--- src/rtl/request_unit_pkg.sv ---
// Shared types for the memory request sequencer that sits behind the control unit.
package request_unit_pkg;

    typedef enum logic [1:0] {
        IFETCH  = 2'd0,
        DACCESS = 2'd1,
        HALTED  = 2'd2
    } ru_state_t;

    // A store takes precedence when the decoder raises both intents.
    function automatic logic [1:0] resolve_request(input logic ren, input logic wen);
        return {wen, ren & ~wen};
    endfunction

endpackage

--- src/rtl/ru_sat_counter.sv ---
// Saturating up-counter: holds at all-ones, and holds its value while freeze is high.
module ru_sat_counter #(
    parameter int CNT_W = 32
) (
    input  logic             CLK,
    input  logic             RST,
    input  logic             en,
    input  logic             freeze,
    output logic [CNT_W-1:0] count
);

    logic [CNT_W-1:0] count_reg;
    logic [CNT_W-1:0] count_next;

    always_comb begin
        count_next = count_reg;
        if (en && !freeze && (count_reg != {CNT_W{1'b1}})) begin
            count_next = count_reg + {{(CNT_W-1){1'b0}}, 1'b1};
        end
    end

    always_ff @(posedge CLK) begin
        if (RST) begin
            count_reg <= '0;
        end else begin
            count_reg <= count_next;
        end
    end

    assign count = count_reg;

endmodule

--- src/rtl/request_unit.sv ---
// Memory request sequencer: holds data requests until dhit, gates PC advance, sticky halt.
// Optional statistics counters are built when REQUEST_UNIT_STATS_EN is defined.
module request_unit
    import request_unit_pkg::*;
#(
    parameter int CNT_W = 32
) (
    input  logic             CLK,
    input  logic             RST,
    input  logic             dRENi,
    input  logic             dWENi,
    input  logic             halti,
    input  logic             ihit,
    input  logic             dhit,
    output logic             imemREN,
    output logic             dmemREN,
    output logic             dmemWEN,
    output logic             pcEN,
`ifdef REQUEST_UNIT_STATS_EN
    output logic             halt,
    output logic [CNT_W-1:0] instr_count,
    output logic [CNT_W-1:0] stall_cycles
`else
    output logic             halt
`endif
);

    ru_state_t state_reg, state_next;
    logic      dmem_ren_reg, dmem_ren_next;
    logic      dmem_wen_reg, dmem_wen_next;
    logic      halt_reg, halt_next;
    logic [1:0] req_resolved;

    assign req_resolved = resolve_request(dRENi, dWENi);

    always_comb begin
        state_next    = state_reg;
        dmem_ren_next = dmem_ren_reg;
        dmem_wen_next = dmem_wen_reg;
        imemREN       = 1'b0;
        pcEN          = 1'b0;

        case (state_reg)
            IFETCH: begin
                imemREN = 1'b1;
                if (ihit) begin
                    if (halti) begin
                        state_next = HALTED;
                    end else if (dRENi || dWENi) begin
                        state_next    = DACCESS;
                        dmem_wen_next = req_resolved[1];
                        dmem_ren_next = req_resolved[0];
                    end else begin
                        pcEN = 1'b1;
                    end
                end
            end
            DACCESS: begin
                // Request stays stable until the cache completes it.
                if (dhit) begin
                    pcEN          = 1'b1;
                    dmem_ren_next = 1'b0;
                    dmem_wen_next = 1'b0;
                    state_next    = IFETCH;
                end
            end
            HALTED: begin
                dmem_ren_next = 1'b0;
                dmem_wen_next = 1'b0;
            end
            default: begin
                state_next    = IFETCH;
                dmem_ren_next = 1'b0;
                dmem_wen_next = 1'b0;
            end
        endcase

        halt_next = (state_next == HALTED);
    end

    always_ff @(posedge CLK) begin
        if (RST) begin
            state_reg    <= IFETCH;
            dmem_ren_reg <= 1'b0;
            dmem_wen_reg <= 1'b0;
            halt_reg     <= 1'b0;
        end else begin
            state_reg    <= state_next;
            dmem_ren_reg <= dmem_ren_next;
            dmem_wen_reg <= dmem_wen_next;
            halt_reg     <= halt_next;
        end
    end

    assign dmemREN = dmem_ren_reg;
    assign dmemWEN = dmem_wen_reg;
    assign halt    = halt_reg;

`ifdef REQUEST_UNIT_STATS_EN
    logic stall_en;
    logic stats_freeze;

    assign stall_en     = ((state_reg == IFETCH) && !ihit) ||
                          ((state_reg == DACCESS) && !dhit);
    assign stats_freeze = (state_reg == HALTED);

    ru_sat_counter #(.CNT_W(CNT_W)) u_instr_cnt (
        .CLK    (CLK),
        .RST    (RST),
        .en     (pcEN),
        .freeze (stats_freeze),
        .count  (instr_count)
    );

    ru_sat_counter #(.CNT_W(CNT_W)) u_stall_cnt (
        .CLK    (CLK),
        .RST    (RST),
        .en     (stall_en),
        .freeze (stats_freeze),
        .count  (stall_cycles)
    );
`endif

endmodule

--- config.mk ---
export PLATFORM = sky130hd
export DESIGN_NAME = request_unit
export DESIGN_NICKNAME = d
export VERILOG_FILES = /design/src/rtl/request_unit_pkg.sv /design/src/rtl/ru_sat_counter.sv /design/src/rtl/request_unit.sv
export SDC_FILE = /design/constraint.sdc
export NUM_CORES = 1
export LEC_CHECK = 0
export BUFFER_PORTS_ARGS = -buffer_cell sky130_fd_sc_hd__buf_2
export CAP_MARGIN = 0
export CORE_AREA = 10 10 47 49
export DETAILED_ROUTE_END_ITERATION = 8
export DIE_AREA = 0 0 57 59
export GPL_TIMING_DRIVEN = 1
export REMOVE_ABC_BUFFERS = 1
export SYNTH_ARGS = -nofsm -noshare
export SYNTH_HDL_FRONTEND = slang
export SYNTH_HIERARCHICAL = 1
export SYNTH_SLANG_ARGS = --single-unit
--- constraint.sdc ---
create_clock -name CLK -period 1.3 [get_ports CLK]
set_input_delay 0.065 -clock CLK [delete_from_list [all_inputs] [get_ports CLK]]
set_output_delay 0.065 -clock CLK [all_outputs]
set_load 0.02 [all_outputs]
; Word-level counts from Yosys, hierarchy flattened
; Cells that the tools add are included.
[op_classes]
n_reduce_logical = 3
bitwise_logic = 2
n_eq_ne = 7
muxes = 20
[ops]
columns = operator, count
row1 = $mux W1, 12
row2 = $mux W2, 4
row3 = $ne A2 B2 Y1 const B, 4
row4 = $pmux W1 S2, 3
row5 = $pmux W2 S3, 1
row6 = $eq A2 B2 Y1 const B, 2
row7 = $reduce_and A4 Y1, 1
row8 = $eq A2 B1 Y1 const B, 1
row9 = $logic_not A2 Y1, 1
row10 = $and A1 B1 Y1, 1
row11 = $logic_or A1 B1 Y1, 1
row12 = $not A1 Y1, 1
[totals]
inputBits = 7
ff_bits = 5

; Depth between registers and ports, before layout
; Gate-level depths: netlist of run 1.
[depth]
ltp_word = 6
depth_mapped = 3
depth_no_buf = 3

; Worst setup path before layout of run 1
; OpenSTA, ideal clock, no wires.
[synth_timing]
path_type = flip-flop to output port
from = register state_reg[0]
to = output port pcEN
stages_incl_launch_ff = 3
setup_slack_ns = 0.168
path_buffers = 0
arrival_time_ns = 1.067
t_required_ns = 1.235
cell_sequence = dfxtp_1 or3_1 a21oi_1
[synth_via]
elab_chain_len = 2
[synth_rtl]
columns = element, line
row1 = start: declaration, request_unit.sv:28  ; ru_state_t state_reg, state_next;
row2 = start signal: assignment, request_unit.sv:88  ; state_reg <= state_next;
row3 = $eq A2 B1 Y1 / $logic_not A2 Y1 (equally long branches), request_unit.sv:43  ; case (state_reg)
row4 = $pmux W1 S2 *, request_unit.sv:43
row5 = end: declaration, request_unit.sv:18  ; output logic pcEN,
; Every way passes the cells marked *; elsewhere a longest branch is shown, timed or not.

; Worst setup path after layout of run 1
; Ends and elaborated chain as after synthesis.

==> results of run 1 <==
## cell families (layout without fill, tap and decap cells)
family / after synthesis / after routing / synth area share
buf+inv: 1 / 17 / 0.01537
flops: 5 / 5 / 0.4103
simple gates: 16 / 16 / 0.4155
compound gates: 6 / 6 / 0.1590
## power breakdown
group / total [uW] / leakage [uW] / internal (uW) / switching (uW)
clock: 183 / 0.0000150 / 116 / 67.0
sequential: 168 / 0.0000417 / 161 / 6.26
combinational: 74.8 / 0.000101 / 31.2 / 43.6
total: 426 / 0.000158 / 309 / 117
## synthesized netlist by cell type
master / instances / area (um2)
dfxtp_1: 5 / 100.1
a21oi_1: 2 / 10.01
a31oi_1: 2 / 12.51
nand2_1: 2 / 7.510
nand3_1: 2 / 10.01
nor2_1: 2 / 7.510
nor3_1: 2 / 10.01
inv_1: 1 / 3.750
nand2b_4: 1 / 13.76
nand4_1: 1 / 6.260
nand4b_1: 1 / 8.760
nor2_2: 1 / 6.260
nor2b_1: 1 / 6.260
nor3b_2: 1 / 12.51
o2111ai_1: 1 / 8.760
o211ai_1: 1 / 7.510
or2_1: 1 / 6.260
or3_1: 1 / 6.260
## path summary, 6_finish.rpt
| check | slack [ps] | to | depth (start not counted) | from |
|---|---|---|---|---|
| max | 20 | pcEN | 3 | state_reg[0] |
| min | 30 | state_reg[0] | 2 | RST |
| max reg2reg | 230 | dmemREN | 4 | state_reg[0] |
| min reg2reg | 500 | dmemWEN | 2 | dmemWEN |
## per-stage QoR
step / worst slack (ps) / hold slack, ps / utilization / TNS [ps] / cell area [um2]
5_1_grt: -30.50 / 37.81 / 0.2652 / -30.50 / 371.6
3_5_place_dp: 208.4 / 301.7 / 0.2277 / 0 / 319.1
6_report: 21.40 / 34.73 / 0.2652 / 0 / 371.6
2_1_floorplan: 168.3 / 134.4 / - / 0 / 244.0
4_1_cts: 5.794 / 32.73 / 0.2563 / 0 / 359.1
3_3_place_gp: 207.3 / 291.3 / 0.2277 / 0 / 319.1
## layout make-up
type,instances,area (um2)
multi-input combinational,22,148.9
timing repair buffer,12,68.82
fill,163,1030
sequential,5,103.9
inverter,1,3.754
tap,16,20.02
clock buffer,4,26.28
## metal layers
metal	up-vias	global-route usage
met5	-	0
met4	0	0.04027
met3	2	0.04936
met2	9	0.06357
met1	114	0.04167
li1	138	-
## critical path: stages, from the launching register on
cell and delay, ps:
dfxtp_4 330, or3_4 360, a21oi_2 150, buf_6 130
## cell usage in the layout (no fill, tap or decap), drive strengths merged, types with 2 or more instances in the layout
cell type  instances
dfxtp              5
clkbuf             4
nor2               3
buf               12
a31oi              2
nand2              2
nand3              2
nor3               2
a21oi              2
## repair_timing
action / 4_1_cts / 5_1_grt
setup buffers: 1 / 0
gates resized for setup: 3 / 3
setup endpoints to repair: 1 / 1
pin swaps: 1 / 2
==> summary.md, run 1 <==
| Metric | Value |
|---|---|
| Clk Latency, worst-skew pair | `240 ps` |
| Max layer used | `met4` |
| Clock Skews | `1.125 ps` |
| Final min period | `1279 ps` |
| Pins Over Slew Limit | `0` |
| Synth-to-Final Area Change | `52.31%` |
| Post-synth cell types | `18` |
| Initial antenna violation count | `0` |
| Routed wire per std cell | `12.35 um` |
| Crit share post-route | `0.9835` |
| Root buf cell | `clkbuf_4` |
| Pwr Total | `425.7 uW` |
| RSZ-0062 raised after global routing | `true` |
| Pre-antenna DRT Iters | `2` |
| Peak VDD IR | `~0.43 mV` |
| Hold Buf Count CTS | `0` |
| Post-route ant nets | `0` |
| Largest net degree at the start of global routing | `7` |
| Top Ports | `12` |
| Synthesized area | `244.0 um2` |
| Final Non-Filler Cells | `60` |
| Worst Path Max Fanout | `2` |
| Routed vias/inst | `4.383` |
| Initial DRC count | `7` |
| CTS H-tree depth | `1` |
| Final wirelength | `around 740 um` |
| Met2 wire len | `334 um` |
| Total grt overflow | `0` |
| Yosys warnings | `6` |
| Status | `finished clean` |
| Sequential fraction of the synthesis area | `0.4103` |
| Die Footprint | `3363 um2` |
| TritonCTS clock tree | `built` |
| Final net count | `52` |
| Gr usage total | `0.04801` |
| DRC | `0` |
| Vias in the first global route | `275` |
| Max Buffers Root-to-Sink | `2` |
| Die Width | `between 50 and 60 um` |
| P_leak | `0.0001579 uW` |
| Arrival @ worst endpoint | `around 1200 ps` |
| Max FFs per register | `2` |
| Synthesized area per cell | `between 8 and 9 um2` |
| CP startpoint kind | `flip-flop` |
| Syn Inst Count | `28` |
| Power per cell area | `1146 nW/um2` |
| Routability Congestion | `0.7963` |
| Routed wl met3 | `79 um` |
| Slew HR | `0.8076` |
| Worst-Margin Slew | `around 290 ps` |
| Crit. End Element | `output port` |
| Hold crit path type | `in -> reg` |
| CTS buffer count | `3` |
| Clock Sinks | `5` |
| Hpwl dp | `between 500 and 600 um` |
| #FFs+latches synth | `5` |
| Core outline area | `roughly 1400 um2` |
| Worst-path clk slew | `40 ps` |
| WL met1 | `314 um` |
| Diodes inserted | `0` |
| First-pass GRT wire length | `1.166 mm` |
| CP required | `1240 ps` |
| Max-cap viol count | `0` |
| Vias | `263` |
| Starting Density | `0.1741` |
| Row count | `14` |
| FMAX | `0.7821 GHz` |
| Critical path start-end classification | `reg -> out` |
| PortBufs | `11` |
| Layout cells sized above 1 | `0.4773` |
| Die height | `59 um` |
| Cells after DPL | `55` |
| Hold Fails Final Rpt | `0` |
| Finish-stage setup viols | `0` |
(Power assumes the default switching activity.)
==> inputs of run 2 (changes only) <==
clock period = 1.47 ns   (was 1.3 ns; I/O delays follow)
==> summary.md, run 2 (synthesis gave the netlist of run 1 again) <==
| Metric | Value |
|---|---|
| Post-CTS Setup Bufs | `0 (-1)` |
| Hold crit path type | `in -> reg` |
| Worst Path Buf+Inv | `1 (unchanged)` |
| TritonCTS clock tree | `built` |
| Final wirelength | `696 um (-6.1%)` |
| Peak VDD IR | `0.4950 mV (+16%)` |
| Crit. End Element | `output port` |
| Slew HR | `0.8386 (+0.03096)` |
| Accumulated negative setup slack | `0 ps (unchanged)` |
| Layout cells sized above 1 | `0.3953 (-0.08192)` |
| CP max stage delay | `390 ps (+30 ps)` |
| Routed vias/inst | `4.525 (+3.2%)` |
| Root buf cell | `clkbuf_4` |
| Pre-antenna DRT Iters | `4 (+2)` |
| Max-cap viol count | `0 (unchanged)` |
| Power per cell area | `1069 nW/um2 (-6.7%)` |
| Crit share post-route | `0.9344` |
| Post-Layout Inst Area | `345.3 um2 (-7.1%)` |
| Arrival @ worst endpoint | `1300 ps (+90 ps)` |
| Vias | `267 (+1.5%)` |
| Commonest non-fill, non-tap cell in the layout | `buf_2` |
| Gr usage total | `0.04498 (-0.003028)` |
| Die height | `59 um (unchanged)` |
| Worst-path clk slew | `40 ps (about the same)` |
| Clk Latency, worst-skew pair | `240 ps (about the same)` |
| DRC | `0 (unchanged)` |
| Clock Sinks | `5 (unchanged)` |
| Initial antenna violation count | `0 (unchanged)` |
| Initial DRC count | `2 (-5)` |
| CP required | `1400 ps (+160 ps)` |
| Footprint of the multi-input gates | `140.1 um2 (-5.9%)` |
| Post-route ant nets | `0 (unchanged)` |
| Post-CTS Resized | `0 (-3)` |
| Status | `finished clean` |
| Die Footprint | `3363 um2 (unchanged)` |
| FMAX | `0.7280 GHz` |
| Cell Area, Placed | `319.1 um2 (unchanged)` |
| CTS H-tree depth | `1 (unchanged)` |
| Final net count | `51 (-1.9%)` |
| Clock Skews | `3.869 ps (+2.744 ps)` |
| First-pass GRT wire length | `1.145 mm (-1.8%)` |
| Seq. cell area | `100.1 um2 (-3.6%)` |
| Hold Fails Final Rpt | `0 (unchanged)` |
| Synth-to-Final Area Change | `41.54%` |
| Crit path cell chain | `or3_1 -> a21oi_1 -> buf_2` |
| Critical path start-end classification | `reg -> out` |
| P_leak | `0.0001493 uW (-5.5%)` |
| Die Width | `57 um (unchanged)` |
| Vias in the first global route | `282 (+2.5%)` |
| Max Buffers Root-to-Sink | `2 (unchanged)` |
| Fillers | `159 (-2.5%)` |
| Worst-Margin Slew | `241.0 ps (-46.24 ps)` |
| Max FFs per register | `2 (unchanged)` |
| Diodes inserted | `0 (unchanged)` |
| Hold Buf Count CTS | `0 (unchanged)` |
| CP startpoint kind | `flip-flop` |
| Largest net degree at the start of global routing | `7 (unchanged)` |
| CTS buffer count | `3 (unchanged)` |
| Total grt overflow | `0 (unchanged)` |
| Core outline area | `1401 um2 (unchanged)` |
| Commonest cells after routing, fill and taps aside | `buf_2, dfxtp_1, clkbuf_4` |
| RSZ-0062 raised after global routing | `false` |
| Routed wire per std cell | `11.80 um (-4.5%)` |
| Worst Path Max Fanout | `6 (+4)` |
| Slowest cell on crit path | `or3_1` |
| Final min period | `approximately 1400 ps` |
| Top Ports | `12 (unchanged)` |
| Delay-heaviest family, CP | `simple AND/OR/NAND/NOR gates` |
| Routability Congestion | `0.7444 (-6.5%)` |
| Finish-stage setup viols | `0 (unchanged)` |
| PortBufs | `11 (unchanged)` |
| Pins Over Slew Limit | `0 (unchanged)` |
| Hpwl dp | `540.4 um (-6.2%)` |
| Row count | `14 (unchanged)` |
| Starting Density | `0.1741 (unchanged)` |
run 2: changes by cell type in the layout (fill, tap and decap cells not counted):
cell / change
dfxtp_1: +1
a21oi_1: +1
or3_4: -1
buf_6: -1
a21oi_2: -1
dfxtp_4: -1
buf_2: +1
or3_1: +1
buf_4: -1
run 2: report_power, final:
group | leakage [uW] | total, uW | internal, uW | switching (uW)
Combinational | 0.0000934 | 59.4 | 23.4 | 36.0
Clock | 0.0000150 | 160 | 103 | 56.9
Sequential | 0.0000409 | 150 | 144 | 6.66
run 2: path summary, 6_finish.rpt:
path / start / to / slack (ps) / depth (start not counted)
worst max-delay path: state_reg[0] / pcEN / 100 / 3
worst min-delay path: RST / state_reg[0] / 50 / 2
worst max register to register: state_reg[0] / dmemREN / 450 / 3
worst min register to register: dmemWEN / dmemWEN / 500 / 2
run 2: layout make-up:
class,count,area share
multi-input combinational,22,0.4058
sequential,5,0.2899
timing repair buffer,11,0.1594
clock buffer,4,0.07609
tap,16,0.05797
inverter,1,0.01087
run 2: metal layers:
layer	up-vias	global-route usage	wire [um]
li1	134	-	-
met1	121	0.04286	321
met2	12	0.06667	303
met3	0	0.04077	71
met4	0	0.02013	0
met5	-	0	0
run 2: worst register-to-register path, delay by kind of cell, from the launching register on:
family,cells,cell delay (ps)
AND/OR/NAND/NOR,2,370
flip-flops,1,410
AO/OA/AOI/OAI,1,160
run 2: metrics by stage:
stage	instances	total power, uW	hold WS [ps]	worst slack [ps]	util
finish	59	369.2	53.06	96.41	0.2464
global route	59	391.1	53.53	40.30	0.2464
CTS	59	376.2	43.53	92.91	0.2464
detailed placement	55	211.8	301.4	359.5	0.2277
global placement	55	211.3	301.5	345.1	0.2277
floorplan	28	185.4	142.9	329.8	-
==> inputs of run 3 (changes only) <==
ABC_AREA = 1   (was not set)
CORE_AREA = 2 2 39 41   (was 10 10 47 49)
CTS_CLUSTER_SIZE = 14   (was not set)
DIE_AREA = 0 0 41 43   (was 0 0 57 59)
==> summary.md, run 3 <==
| Metric | Value |
|---|---|
| CP max stage delay | `390 ps (about the same)` |
| Fillers | `156 (-1.9%)` |
| Post-synth top cells | `nand2_1, inv_1, dfxtp_1` |
| Hold Fails Final Rpt | `0 (unchanged)` |
| FMAX | `0.8016 GHz (+10%)` |
| Root buf cell | `clkbuf_4` |
| Routed vias/inst | `3.935 (-13%)` |
| Top cells by area, synth | `dfxtp_1, nand2_1, inv_1` |
| Worst-Margin Slew | `216.8 ps (-24.18 ps)` |
| Fin util | `0.2957 (+0.04923)` |
| Cell with the most instances after synthesis | `nand2_1` |
| Total grt overflow | `0 (unchanged)` |
| Final net count | `69 (+35%)` |
| CP required | `1400 ps (about the same)` |
| Clk Latency, worst-skew pair | `240 ps (about the same)` |
| Finish-stage setup viols | `0 (unchanged)` |
| Hold Buf Count CTS | `1 (+1)` |
| Hold crit path type | `in -> reg` |
| #FFs+latches synth | `5 (unchanged)` |
| Post-CTS Resized | `0 (unchanged)` |
| Yosys warnings | `6 (unchanged)` |
| Core outline area | `1384 um2 (-1.2%)` |
| Pwr Total | `419.4 uW (+14%)` |
| Sequential fraction of the synthesis area | `0.3361 (-0.07412)` |
| Die Footprint | `1763 um2 (-48%)` |
| Post-Layout Inst Area | `409.1 um2 (+18%)` |
| Top Ports | `12 (unchanged)` |
| Accumulated negative setup slack | `0 ps (unchanged)` |
| Slowest cell on crit path | `dfxtp_1` |
| Vias in the first global route | `295 (+4.6%)` |
| Crit. End Element | `output port` |
| P_leak | `0.0002360 uW (+58%)` |
| Vias | `303 (+13%)` |
| CP startpoint kind | `flip-flop` |
| Share of the synthesized area in the top cell type | `0.3361 (-0.07412)` |
| Crit share post-route | `0.8487 (-0.08575)` |
| Routed wire per std cell | `7.792 um (-34%)` |
| Slew HR | `0.8550 (+0.01638)` |
| Commonest cells after routing, fill and taps aside | `buf_2, nand2_1, inv_1` |
| Worst Path Buf+Inv | `2 (+1)` |
| Row count | `14 (unchanged)` |
| Die Width | `41 um (-28%)` |
| Largest net degree at the start of global routing | `8 (+1)` |
| Post-synth EDFFs | `0 (unchanged)` |
| RSZ-0062 raised after global routing | `false` |
| Post-route ant nets | `0 (unchanged)` |
| Worst-path clk slew | `40 ps (about the same)` |
| Synth-to-Final Area Change | `37.39%` |
| Critical path start-end classification | `reg -> out` |
| Diodes inserted | `0 (unchanged)` |
| Synthesized area | `297.8 um2 (+22%)` |
| DRC | `0 (unchanged)` |
| Post-synth cell types | `14 (-4)` |
| Initial antenna violation count | `0 (unchanged)` |
| Hold_ws | `129.4 ps (+76.39 ps)` |
| Power per cell area | `1025 nW/um2 (-4.1%)` |
| Crit path cell chain | `inv_1 -> o32ai_1 -> buf_2` |
| Synthesized area per cell | `6.617 um2 (-24%)` |
| Starting Density | `0.2152 (+0.04108)` |
| Gr usage total | `0.07948 (+0.03449)` |
| Initial DRC count | `0 (-2)` |
| Die height | `43 um (-27%)` |
| Peak VDD IR | `0.2969 mV (-40%)` |
| Max-cap viol count | `0 (unchanged)` |
| Max FFs per register | `2 (unchanged)` |
| Cell Area, Placed | `372.9 um2 (+17%)` |
| Worst Path Max Fanout | `3 (-3)` |
| PortBufs | `11 (unchanged)` |
| Post-CTS Setup Bufs | `0 (unchanged)` |
| CTS H-tree depth | `1 (unchanged)` |
| Commonest non-fill, non-tap cell in the layout | `buf_2` |
| Syn Inst Count | `45 (+61%)` |
| Layout cells sized above 1 | `0.4262 (+0.03088)` |
| Delay-heaviest family, CP | `flip-flops` |
| Final min period | `1248 ps (-126.1 ps)` |
| Yosys top cell by area | `dfxtp_1` |
| First-pass GRT wire length | `917 um (-20%)` |
| Synth Flop Type | `dfxtp_1` |
| TritonCTS clock tree | `built` |
| Hpwl dp | `499.3 um (-7.6%)` |
| Status | `finished clean` |
| Clock Skews | `0.7170 ps (-3.152 ps)` |
| Clock Sinks | `5 (unchanged)` |
| Routability Congestion | `0.7560 (+1.6%)` |
| Synth async-reset ratio | `0 (unchanged)` |
| Pre-antenna DRT Iters | `1 (-3)` |
| CTS buffer count | `3 (unchanged)` |
| Final wirelength | `600 um (-14%)` |
| Arrival @ worst endpoint | `1170 ps (-130 ps)` |
| Max Buffers Root-to-Sink | `2 (unchanged)` |
| Pins Over Slew Limit | `0 (unchanged)` |
run 3: final timing paths:
kind                              startpoint  cells past startpoint  slack, ps      endpoint
worst max register to register  state_reg[0]                      6        530       dmemREN
worst min register to register       dmemWEN                      4        520       dmemWEN
worst min-delay path                   halti                      4        130  state_reg[0]
worst max-delay path            state_reg[0]                      3        220          pcEN
run 3: power by group:
| part | switching, uW | internal (uW) | total [uW] | leakage (uW) |
|---|---|---|---|---|
| clock network | 54.9 | 103 | 157 | 0.0000150 |
| registers | 8.80 | 148 | 157 | 0.0000412 |
| logic | 65.5 | 39.9 | 105 | 0.000180 |
| total | 129 | 290 | 419 | 0.000236 |
run 3: stage by stage:
step	std cells	worst slack, ps
final	77	222.5
after global routing	77	154.6
after CTS	77	199.3
after detailed placement	72	454.3
after global placement	72	480.0
after floorplan	45	331.7
run 3: metal layers:
layer  vias up  GRT usage  share of wire
met2         4     0.1313           0.55
met5         -          0              0
li1        166          -              -
met4         0    0.08000              0
met3         0    0.01571          0.032
met1       133    0.07120           0.42
run 3: layout make-up:
class / count / area (um2) / area share
inverters: 14 / 53.80 / 0.1315
repair buffers: 12 / 65.06 / 0.1590
flip-flops and latches: 5 / 100.1 / 0.2446
clock buffers: 4 / 26.28 / 0.06422
multi-input cells: 26 / 143.9 / 0.3517
well taps: 16 / 20.02 / 0.04893
run 3: cells by family after synthesis:
kind of cell	Yosys count	share of synthesized area
and+or+nand+nor	23	0.4202
buffers and inverters	14	0.1806
DFF	5	0.3361
AOI/OAI and AO/OA	3	0.06300
run 3: worst min-delay path, stage by stage:
cell and delay [ps]:
buf_2 80, nor2_1 50, nand3_1 60, a21oi_1 50
